<file path="src/rtl/conv_window_scheduler.sv">
// Sequencer that walks a 3x3 window over a P x P image, issuing read addresses, shift/load strobes and output writes.
// Optional build macro CONV_COL_REUSE_EN: for c>0 only the new window column is fetched.
module conv_window_scheduler #(
  parameter int P = 5,
  parameter int M = 6
) (
  input  logic         clk,
  input  logic         rst,
  input  logic         start,
  input  logic         in_full,
  output logic [M-1:0] pixadr,
  output logic         rd_in,
  output logic         sh,
  output logic         load,
  output logic         wr_out,
  output logic [M-1:0] outadr,
  output logic         busy,
  output logic         done
);

  // state | meaning
  // IDLE  | wait for start with a full input RAM
  // FETCH | one pixel read per cycle, N reads per output
  // DRAIN | last registered pixel shifts into the window
  // CALC  | latch MAC result
  // WRITE | write result to output RAM, advance r/c
  // FIN   | one-cycle done pulse
  typedef enum logic [2:0] {IDLE, FETCH, DRAIN, CALC, WRITE, FIN} state_t;

  localparam logic [M-1:0] P_W    = M'(P);
  localparam logic [M-1:0] RC_MAX = M'(P - 3);
  localparam logic [M-1:0] OUT_W  = M'(P - 2);

  state_t       state_q, state_d;
  logic [M-1:0] r_q, r_d;
  logic [M-1:0] c_q, c_d;
  logic [3:0]   k_q, k_d;
  logic [M-1:0] pixadr_q, pixadr_d;
  logic [M-1:0] outadr_q, outadr_d;
  logic         rd_in_q, rd_in_d;
  logic         sh_q, sh_d;
  logic         load_q, load_d;
  logic         wr_out_q, wr_out_d;
  logic         busy_q, busy_d;
  logic         done_q, done_d;

  logic [3:0]   last_k;
  logic [3:0]   j;
  logic [1:0]   kx, ky;

  always_comb begin
`ifdef CONV_COL_REUSE_EN
    last_k = (c_q != '0) ? 4'd2 : 4'd8;
`else
    last_k = 4'd8;
`endif
  end

  always_comb begin
    state_d = state_q;
    r_d     = r_q;
    c_d     = c_q;
    k_d     = k_q;
    unique case (state_q)
      IDLE: begin
        if (start && in_full) begin
          r_d     = '0;
          c_d     = '0;
          k_d     = '0;
          state_d = FETCH;
        end
      end
      FETCH: begin
        if (k_q == last_k) begin
          k_d     = '0;
          state_d = DRAIN;
        end else begin
          k_d = k_q + 4'd1;
        end
      end
      DRAIN: state_d = CALC;
      CALC:  state_d = WRITE;
      WRITE: begin
        k_d = '0;
        if (c_q < RC_MAX) begin
          c_d     = c_q + 1'b1;
          state_d = FETCH;
        end else if (r_q < RC_MAX) begin
          c_d     = '0;
          r_d     = r_q + 1'b1;
          state_d = FETCH;
        end else begin
          state_d = FIN;
        end
      end
      FIN:     state_d = IDLE;
      default: state_d = IDLE;
    endcase
  end

  // Reuse fetches start at column kx=2, i.e. fetch index 6 of the full column-major order.
  always_comb begin
`ifdef CONV_COL_REUSE_EN
    j = (c_d != '0) ? (k_d + 4'd6) : k_d;
`else
    j = k_d;
`endif
  end

  always_comb begin
    kx = 2'd0;
    ky = 2'd0;
    case (j)
      4'd0: begin kx = 2'd0; ky = 2'd0; end
      4'd1: begin kx = 2'd0; ky = 2'd1; end
      4'd2: begin kx = 2'd0; ky = 2'd2; end
      4'd3: begin kx = 2'd1; ky = 2'd0; end
      4'd4: begin kx = 2'd1; ky = 2'd1; end
      4'd5: begin kx = 2'd1; ky = 2'd2; end
      4'd6: begin kx = 2'd2; ky = 2'd0; end
      4'd7: begin kx = 2'd2; ky = 2'd1; end
      4'd8: begin kx = 2'd2; ky = 2'd2; end
      default: begin kx = 2'd0; ky = 2'd0; end
    endcase
  end

  // Outputs are computed from the next state so they are registered yet aligned with it.
  always_comb begin
    rd_in_d  = (state_d == FETCH);
    pixadr_d = pixadr_q;
    if (rd_in_d) begin
      pixadr_d = (r_d + M'(ky)) * P_W + c_d + M'(kx);
    end
    wr_out_d = (state_d == WRITE);
    outadr_d = outadr_q;
    if (wr_out_d) begin
      outadr_d = r_d * OUT_W + c_d;
    end
    sh_d   = rd_in_q;
    load_d = (state_d == CALC);
    busy_d = (state_d == FETCH) || (state_d == DRAIN) ||
             (state_d == CALC)  || (state_d == WRITE);
    done_d = (state_d == FIN);
  end

  always_ff @(posedge clk) begin
    if (!rst) begin
      state_q  <= IDLE;
      r_q      <= '0;
      c_q      <= '0;
      k_q      <= '0;
      pixadr_q <= '0;
      outadr_q <= '0;
      rd_in_q  <= 1'b0;
      sh_q     <= 1'b0;
      load_q   <= 1'b0;
      wr_out_q <= 1'b0;
      busy_q   <= 1'b0;
      done_q   <= 1'b0;
    end else begin
      state_q  <= state_d;
      r_q      <= r_d;
      c_q      <= c_d;
      k_q      <= k_d;
      pixadr_q <= pixadr_d;
      outadr_q <= outadr_d;
      rd_in_q  <= rd_in_d;
      sh_q     <= sh_d;
      load_q   <= load_d;
      wr_out_q <= wr_out_d;
      busy_q   <= busy_d;
      done_q   <= done_d;
    end
  end

  assign pixadr = pixadr_q;
  assign outadr = outadr_q;
  assign rd_in  = rd_in_q;
  assign sh     = sh_q;
  assign load   = load_q;
  assign wr_out = wr_out_q;
  assign busy   = busy_q;
  assign done   = done_q;

endmodule

</file>
<file path="config.mk">
export PLATFORM = sky130hd
export DESIGN_NAME = conv_window_scheduler
export DESIGN_NICKNAME = d
export VERILOG_FILES = /design/src/rtl/conv_window_scheduler.sv
export SDC_FILE = /design/constraint.sdc
export NUM_CORES = 1
export LEC_CHECK = 0
export BUFFER_PORTS_ARGS = -buffer_cell sky130_fd_sc_hd__buf_2
export CAP_MARGIN = 20
export CORE_ASPECT_RATIO = 0.9
export CORE_MARGIN = 2
export CORE_UTILIZATION = 61
export CTS_CLUSTER_DIAMETER = 120
export DETAILED_ROUTE_END_ITERATION = 12
export PLACE_DENSITY = 0.81
export SYNTH_ARGS = -nofsm -noshare
export SYNTH_HDL_FRONTEND = slang
export SYNTH_SLANG_ARGS = --single-unit
</file>
<file path="constraint.sdc">
create_clock -name clk -period 9.75 [get_ports clk]
set_input_delay 0.4875 -clock clk [delete_from_list [all_inputs] [get_ports clk]]
set_output_delay 0.4875 -clock clk [all_outputs]
set_load 0.01 [all_outputs]
</file>
==> run metrics, run 1 <==
status=finished clean; post-synthesis sequential area ratio=29.0%; Synth top area share=29.0%; die area=4720 um2; clock sinks=37; routed length per placed instance=14.0 um; Nets=335; clock root cell=clkbuf_8; Int Pwr=248 uW; Reg power frac=48.0%; Worst setup EP type=flip-flop; actual slew at the worst max-slew pin=0.949 ns; FF+latch area=741 um2; peak supply drop=0.0787 mV; largest net degree at the start of global routing=27; total number of vias=1966; Detail Route Antenna Nets=0; # Max-Cap Violations=0; Pleak=1.38 nW; setup slack after layout=5.21 ns; TritonCTS buffer count=5; DP Cell Count=338; Yosys top cell by area=dfxtp_1; Die W=72.2 um; htree depth=2; initial core utilization=63.0%; CTS tree=built; most frequent cells in the layout=dfxtp_1, nor2_1, ha_1, buf_2, inv_1; core footprint=4050 um2; Pwr per Cell Area=115 nW/um2; fill cell count=336; setup slack at placement=5.23 ns; worst hold-check path type=flip-flop to flip-flop; Synth Cell Area=2550 um2; Logic pwr share=8.7%; crit path kind=flip-flop to flip-flop; critical path fanouts, max=16; CP Data Required Time=9.97 ns; clock power share=43.4%; fin crit period=4.54 ns; Gates resized, CTS repair=0; Synth Warn #=0; Switch Pwr=76.1 uW; GRT overflow=0; WL final=4.83 mm; Rel. slew slack=36.4%; TNS Setup=0 ns; Yosys cell types=53; leading cell type in the layout, fill and taps excluded=dfxtp_1; first-pass GRT wire length=8.29 mm; Worst setup SP type=flip-flop; area delta synth->final=9.86%; I/O Pins=22; diode count=0; Synthesized Nets=314; fmax=220 MHz; fin crit share=46.5%; DP Wirelength=3.74 mm; share of layout cells above drive strength 1=14.8%; # DRC=0; DIE HEIGHT=65.4 um; clock skew=0.00569 ns; average size of a mapped cell=9.24 um2; 1st-pass router iterations=4; Final Max Slew Viols=0; slowest CP cell=dfxtp_1; Mapped Cells=276; RSZ-0062 raised after global routing=no; Worst EP arrival=4.76 ns; Total GRT Usage=22.7%; CTS Hold Bufs=0; Rows=22; area occupied by multi-input gates=1690 um2; Worst-Skew Late Latency=0.29 ns; Synth Register Bits=37; top cells by area, synth=dfxtp_1, ha_1, fa_1; clock slew at reported path FFs=0.08 ns; Port-buffer cells=21; final setup vio count=0; vias in the first global route=1836; CTS max path bufs=2; Final Hold Fails=0; Via-to-Cell Ratio=5.68; non-filler cells, final=346; worst path cell trace=a211oi_2 > o21a_1 > nor2_1 > ha_1 > nor2_1 > a31oi_1 > nor2_1 > ha_1 > inv_1 > a2111o_1 > nand3_1 > xnor2_1 > ha_1 > fa_1 > ha_1 > nor3_1 > nor2_1 > a21oi_1 > nand2_1 > o221ai_2; GPL Wtd Cong=0.867; initial antenna violation count=0; Post-CTS Setup Bufs=0; number of DRC markers in iteration 0=152; crit-path max cell delay=0.75 ns; Net Sw Frac=23.5%
[layer usage]
| metal | vias up | wire length, um | global-route usage, % |
|---|---|---|---|
| met4 | 0 | 61 | 6.60 |
| met2 | 41 | 2170 | 36.2 |
| met5 | - | 0 | 0 |
| met3 | 7 | 239 | 4.60 |
| li1 | 1011 | - | - |
| met1 | 907 | 2370 | 31.0 |
[stage by stage]
step                total power, mW  instance area, um2  hold WS, ns  util [%]
CTS                           0.326                2800        0.464      69.3
detailed placement            0.187                2680        0.446      66.3
floorplan                     0.181                2550        0.482         -
global placement              0.186                2680        0.441      66.3
finish                        0.324                2800        0.459      69.3
global route                  0.338                2800        0.496      69.3
[logic make-up (layout without fill, tap and decap cells)]
kind of cell,count (synthesis),after routing,share of synthesized area (%)
compound gates,51,51,15.1
xor+xnor,19,19,6.52
fa+ha+maj,34,34,19.0
buf+inv,30,52,4.81
flops,37,37,29.0
mux,12,12,4.71
simple gates,93,93,20.8
[registers in the layout, indices dropped and copies added, names as in the netlist]
signal	count
rd_in	1
pixadr	6
load	1
k_q	4
sh	1
r_q	6
outadr	6
state_q	3
c_q	6
wr_out	1
done	1
busy	1
[worst paths after layout]
check	start	end	slack, ns	cells past startpoint
setup / recovery	state_q[2]	pixadr[5]	5.21	20
hold / removal	rd_in	sh	0.46	1
setup reg to reg	state_q[2]	pixadr[5]	5.21	20
hold reg to reg	rd_in	sh	0.46	1
[power by group through the flow]
stage / Clock (mW) / Combinational (mW) / Sequential (mW)
floorplan: 0 / 0.0216 / 0.159
global placement: 0 / 0.0277 / 0.159
detailed placement: 0 / 0.0282 / 0.159
CTS: 0.142 / 0.0283 / 0.155
global route: 0.150 / 0.0321 / 0.156
finish: 0.140 / 0.0281 / 0.155
[synth_stat cells (all sizes together)]
master and n:
nand2 15, a21boi 1, o21bai 2, and4b 1, or4 2, nor4b 1
nand4b 2, nor4 4, xnor2 18, ha 26, o21ai 9, o31a 1
a31oi 3, and3 5, a21o 6, inv 22, xor2 1, a21oi 8
clkinv 1, o32a 1, nand3 5, o221ai 1, buf 4, dfxtp 37
a22o 3, nor3b 2, o31ai 1, a211oi 8, fa 8, o21a 2
clkbuf 3, and2 7, a22oi 1, and3b 2, a2111o 1, nor2b 2
o211ai 2, mux2i 12, o22ai 1, nor3 8, nor2 37
[area by class of cell]
cell class / instances / area share (%)
clock inverters: 2 / 1.34
multi-input cells: 209 / 60.2
flip-flops and latches: 37 / 26.4
repair buffers: 21 / 3.75
inverters: 23 / 3.17
clock buffers: 6 / 2.95
well taps: 48 / 2.14
[worst max-delay path, delay by kind of cell, from the launching register on]
family	cells	cell delay (ns)
xor+xnor	1	0.13
buf+inv	1	0.06
flops	1	0.75
fa+ha+maj	5	1.58
simple gates	7	0.87
compound gates	6	1.07
Note: power is estimated with default switching activity, not from simulation.
==> inputs of run 2 (changes only) <==
ABC_AREA = 1   (was unset)
CORE_UTILIZATION = 54   (was 61)
PLACE_DENSITY = 0.76   (was 0.81)
clock period = 3.8 ns   (was 9.75 ns; I/O delays follow)
==> run metrics, run 2 <==
Async S/R FF share, synth=0% (unchanged); clock root cell=clkbuf_8; actual slew at the worst max-slew pin=0.810 ns (-0.139 ns); CTS tree=built; Via-to-Cell Ratio=5.19 (-8.7%); core footprint=4460 um2 (+10%); status=complete, but fails checks; diode count=0 (unchanged); final setup vio count=3 (+3); Nets=422 (+26%); area delta synth->final=29.3%; Port-buffer cells=21 (unchanged); clock sinks=37 (unchanged); Detail Route Antenna Nets=0 (unchanged); largest net degree at the start of global routing=27 (unchanged); Final Hold Fails=0 (unchanged); Mapped Cells=328 (+19%); TritonCTS buffer count=5 (unchanged); crit path kind=flip-flop to flip-flop; WL final=6.69 mm (+38%); leading cell type in the layout, fill and taps excluded=nor2_1; GRT overflow=0 (unchanged); die area=5220 um2 (+11%); critical path fanouts, max=3 (-13); total number of vias=2308 (+17%); CTS max path bufs=2 (unchanged); fin crit period=4.15 ns (-0.387 ns); CTS Hold Bufs=0 (unchanged); Total GRT Usage=23.3% (+0.58 points); fin crit share=109% (+63 points); hold slack=0.225 ns (-0.234 ns); setup slack at placement=-0.136 ns (-5.37 ns); Synth Register Bits=37 (unchanged); htree depth=2 (unchanged); Pwr per Cell Area=247 nW/um2 (+110%); Worst setup SP type=flip-flop; vias in the first global route=2082 (+13%); DIE HEIGHT=68.7 um (+5.1%); fmax=241 MHz (+9.3%); most frequent cells in the layout=nor2_1, nand2_1, inv_1, dfxtp_1, buf_4; Die W=75.9 um (+5.2%); Yosys cell types=33 (-38%); Synth Warn #=0 (unchanged); top cells by count, synth=nor2_1, nand2_1, inv_1; peak supply drop=0.222 mV (+180%); ys flop type=dfxtp_1; first-pass GRT wire length=9.29 mm (+12%); failing checks=setup timing; top cells by area, synth=dfxtp_1, ha_1, nor2_1; Rel. slew slack=45.7% (+9.3 points); Worst EP arrival=4.35 ns (-0.41 ns); 1st-pass router iterations=4 (unchanged); # Max-Cap Violations=0 (unchanged); Yosys top cell by area=dfxtp_1; I/O Pins=22 (unchanged); Final Max Slew Viols=0 (unchanged); clock slew at reported path FFs=0.07 ns (about the same); Synth top area share=29.5% (+0.45 points); share of layout cells above drive strength 1=35.0% (+20 points); CP Data Required Time=4.00 ns (-5.97 ns); initial core utilization=56.3% (-6.7 points); average size of a mapped cell=7.66 um2 (-17%); # DRC=0 (unchanged); Worst setup EP type=flip-flop; initial antenna violation count=0 (unchanged); Synth Cell Area=2510 um2 (-1.5%); RSZ-0062 raised after global routing=yes; Synthesized Nets=366 (+17%); post-synthesis sequential area ratio=29.5% (+0.45 points); worst hold-check path type=input port to flip-flop; number of flops mapped to enable cells by yosys=0 (unchanged); setup slack after layout=-0.350 ns (-5.56 ns); DP Wirelength=4.21 mm (+13%); Tot Pwr=803 uW (+150%); GPL Wtd Cong=0.859 (-0.89%); clock skew=0.0118 ns (+0.00614 ns); Rows=23 (+4.5%); most frequent cell after synthesis=nor2_1; Worst-Skew Late Latency=0.30 ns (about the same); number of DRC markers in iteration 0=128 (-16%); Pleak=1.64 nW (+19%); routed length per placed instance=15.0 um (+7.6%)
run 2: logic make-up after synthesis:
kind of cell,count (synthesis),synth area share [%]
and+or+nand+nor,146,26.9
adders and majority gates,34,19.3
xor gates and xnor gates,16,5.88
AOI/OAI and AO/OA,39,9.86
DFF,37,29.5
buffers and inverters,56,8.57
run 2: critical path, cell delays in order (launching register included):
cell      delay, ns
dfxtp_2        0.33
inv_2          0.08
ha_4           0.13
nand2_2        0.06
nor2_4         0.15
nor2_4         0.06
o21ai_4        0.20
ha_4           0.23
a211oi_2       0.21
ha_2           0.26
ha_4           0.15
inv_2          0.03
nand2_2        0.06
nand2_2        0.08
xor2_2         0.16
ha_1           0.33
fa_2           0.61
ha_4           0.22
nand2_4        0.07
nor2_4         0.03
a211oi_2       0.21
nand2_1        0.11
nand2_1        0.08
nand3_1        0.07
nand2_1        0.06
inv_1          0.04
run 2: per-layer routing:
layer	GRT usage [%]	up-vias	wire, um	part of all wire [%]
met3	3.91	29	331	4.9
met5	0	-	0	0
li1	-	1144	-	-
met2	40.7	74	3240	48
met4	14.5	0	315	4.7
met1	27.7	1061	2800	42
run 2: final timing paths:
check / start / endpoint / slack (ns) / cells after the start
setup / recovery: k_q[1] / pixadr[5] / -0.35 / 25
hold / removal: rst / sh / 0.22 / 3
setup reg to reg: k_q[1] / pixadr[5] / -0.35 / 25
hold reg to reg: rd_in / sh / 0.43 / 2
run 2: timing repair:
action                     CTS  global route
resized for setup            7            46
hold endpoints to repair     0             0
pin swaps                    1            35
cloned                       0             0
setup buffers                0             8
setup endpoints to repair    2             3
run 2: final cells by class:
class,count,area (um2)
Clock buffer,5,68.8
Clock inverter,1,5.00
Fill cell,322,1210
Inverter,53,206
Multi-Input combinational cell,235,1800
Sequential cell,37,743
Tap cell,62,77.6
Timing Repair Buffer,52,349
run 2: per-stage QoR:
step           utilization (%)  std cells  TNS (ns)  area [um2]
2_1_floorplan                -        328   -0.0235        2540
3_3_place_gp              64.6        431   -0.0129        2880
3_5_place_dp              64.6        431    -0.160        2880
4_1_cts                   67.0        437    -0.121        2990
5_1_grt                   72.8        445     -1.12        3250
6_report                  72.8        445    -0.621        3250
run 2: report_power, final:
group	switching [mW]	total (mW)	internal [mW]
Clock	0.141	0.262	0.121
Sequential	0.00674	0.405	0.398
Combinational	0.0785	0.136	0.0577
==> inputs of run 3 (changes only) <==
CAP_MARGIN = unset   (was 20)
CORE_UTILIZATION = 56   (was 54)
CTS_BUF_LIST = sky130_fd_sc_hd__clkbuf_2   (was unset)
PLACE_DENSITY = 0.79   (was 0.76)
==> run metrics, run 3 (same netlist as run 2, synthesis figures left out) <==
status=complete, but fails checks; failing checks=setup timing; Final Hold Fails=0 (unchanged); routed length per placed instance=13.5 um (-10%); crit path kind=flip-flop to flip-flop; crit path launch=k_q[0]; RSZ-0062 raised after global routing=yes; Final Max Slew Viols=0 (unchanged); Hold Path Origin=rst; CP Data Required Time=4.18 ns (+0.18 ns); Worst setup SP type=flip-flop; core footprint=4370 um2 (-1.9%); Die W=74.6 um (-1.7%); Worst setup EP type=flip-flop; Worst-Skew Late Latency=0.41 ns (+0.11 ns); total number of vias=2238 (-3.0%); clock root cell=clkbuf_2; first-pass GRT wire length=9.43 mm (+1.5%); area delta synth->final=24.4%; fin crit share=108% (-1.3 points); cell area after layout=3130 um2 (-3.8%); Int Pwr=495 uW (-14%); Rows=23 (unchanged); non-filler cells, final=445 (unchanged); Worst EP arrival=4.48 ns (+0.13 ns); CTS Hold Bufs=0 (unchanged); diode count=0 (unchanged); Reg power frac=57.1% (+6.7 points); Total GRT Usage=25.1% (+1.8 points); number of DRC markers in iteration 0=132 (+3.1%); Min-Delay Path Depth=3 (unchanged); Pleak=1.62 nW (-1.1%); Detail Route Antenna Nets=0 (unchanged); critical path fanouts, max=3 (unchanged); most frequent cells in the layout=nor2_1, nand2_1, inv_1, dfxtp_1, buf_4; leading cell type in the layout, fill and taps excluded=nor2_1; clock sinks=37 (unchanged); CTS max path bufs=2 (unchanged); DP Wirelength=4.33 mm (+2.7%); setup slack after layout=-0.302 ns (+0.0486 ns); peak supply drop=0.162 mV (-27%); CTS tree=built; htree depth=2 (unchanged); initial core utilization=57.4% (+1.1 points); # DRC=0 (unchanged); Nets=420 (-0.47%); # Max-Cap Violations=0 (unchanged); initial antenna violation count=0 (unchanged); DP Cell Count=430 (-0.23%); clock power share=26.1% (-6.5 points); Worst R2R Path Depth=26 (+4.0%); I/O Pins=22 (unchanged); fin crit period=4.10 ns (-0.0486 ns); GRT overflow=0 (unchanged); WL final=5.99 mm (-10%); Port-buffer cells=21 (unchanged); 1st-pass router iterations=4 (unchanged); Via-to-Cell Ratio=5.03 (-3.0%); share of layout cells above drive strength 1=32.6% (-2.3 points); Rel. slew slack=47.1% (+1.5 points); Logic pwr share=16.9% (about the same); fmax=244 MHz (+1.2%); clock slew at reported path FFs=0.20 ns (+0.13 ns); clock skew=0.0152 ns (+0.00341 ns); actual slew at the worst max-slew pin=0.788 ns (-0.0220 ns); die area=5040 um2 (-3.4%); DP Area=2870 um2 (-0.26%); Switch Pwr=216 uW (-4.9%); Net Sw Frac=30.3% (+2.1 points); Pwr per Cell Area=227 nW/um2 (-8.0%); GPL Wtd Cong=0.870 (+1.3%); largest net degree at the start of global routing=27 (unchanged); worst hold-check path type=input port to flip-flop; fill cell count=332 (+3.1%); TritonCTS buffer count=5 (unchanged); DIE HEIGHT=67.5 um (-1.7%); launching point of the worst reg2reg path=k_q[0]; final setup vio count=3 (unchanged); vias in the first global route=2127 (+2.2%)
[run 3: cell count changes in the layout (fill, tap and decap cells not counted), sizes merged]
cell	previous run	this run
clkinv	3	4
clkbuf	5	6
buf	52	50
[run 3: per-stage QoR]
stage          utilization [%]  setup WS (ns)  setup TNS, ns  power (mW)  hold slack (ns)
6_report                  71.5         -0.302         -0.610       0.711           0.0924
5_1_grt                   71.5         -0.516          -1.22       0.737           0.0874
4_1_cts                   67.3         -0.180         -0.194       0.701           0.0729
3_5_place_dp              65.7         -0.192         -0.269       0.521            0.419
3_3_place_gp              65.7       -0.00249       -0.00249       0.515            0.416
2_1_floorplan                -        -0.0235        -0.0235       0.482            0.328
[run 3: critical path: stages, from the launching register on]
cell and delay [ns]:
dfxtp_2 0.37, inv_2 0.07, ha_4 0.13, nand2_4 0.05, nor2_4 0.16, nor2_4 0.05
o21ai_2 0.15, ha_1 0.26, a211oi_2 0.24, ha_2 0.26, ha_4 0.14, inv_2 0.04
nand2_4 0.06, nand2_2 0.05, xor2_1 0.14, ha_1 0.34, fa_2 0.60, ha_4 0.21
nand2_2 0.08, nor2_2 0.05, a211oi_2 0.21, nand2_1 0.11, inv_1 0.08, nand3_2 0.06
nand3_2 0.06, nand2_1 0.04, inv_1 0.04
[run 3: final timing paths]
path                to  slack (ns)
max reg2reg  pixadr[5]       -0.30
min reg2reg         sh        0.45
max          pixadr[5]       -0.30
min                 sh        0.09
[run 3: final cells by class]
class	instances	area [um2]	area share [%]
multi-input cells	235	1720	55.0
clock inverters	2	10.0	0.320
inverters	53	206	6.61
repair buffers	50	338	10.8
flip-flops and latches	37	743	23.8
well taps	62	77.6	2.48
clock buffers	6	30.0	0.961
[run 3: routing by layer]
layer / share of wire (%) / track usage (%) / vias to the layer above
li1: - / - / 1137
met1: 40 / 30.7 / 1027
met2: 52 / 44.7 / 66
met3: 6.4 / 4.78 / 8
met4: 1.8 / 7.59 / 0
met5: 0 / 0 / -
[run 3: power by group through the flow]
stage | Sequential, mW | Clock (mW) | Combinational (mW)
4_1_cts | 0.405 | 0.187 | 0.109
5_1_grt | 0.407 | 0.198 | 0.131
6_report | 0.406 | 0.185 | 0.120
3_3_place_gp | 0.413 | 0 | 0.103
2_1_floorplan | 0.418 | 0 | 0.0635
3_5_place_dp | 0.413 | 0 | 0.108
[run 3: repair_timing]
item | 4_1_cts | 5_1_grt
cloned | 0 | 0
gates resized for setup | 6 | 35
setup endpoints to repair | 3 | 4
pin swaps | 1 | 34
buffers inserted | 0 | 7
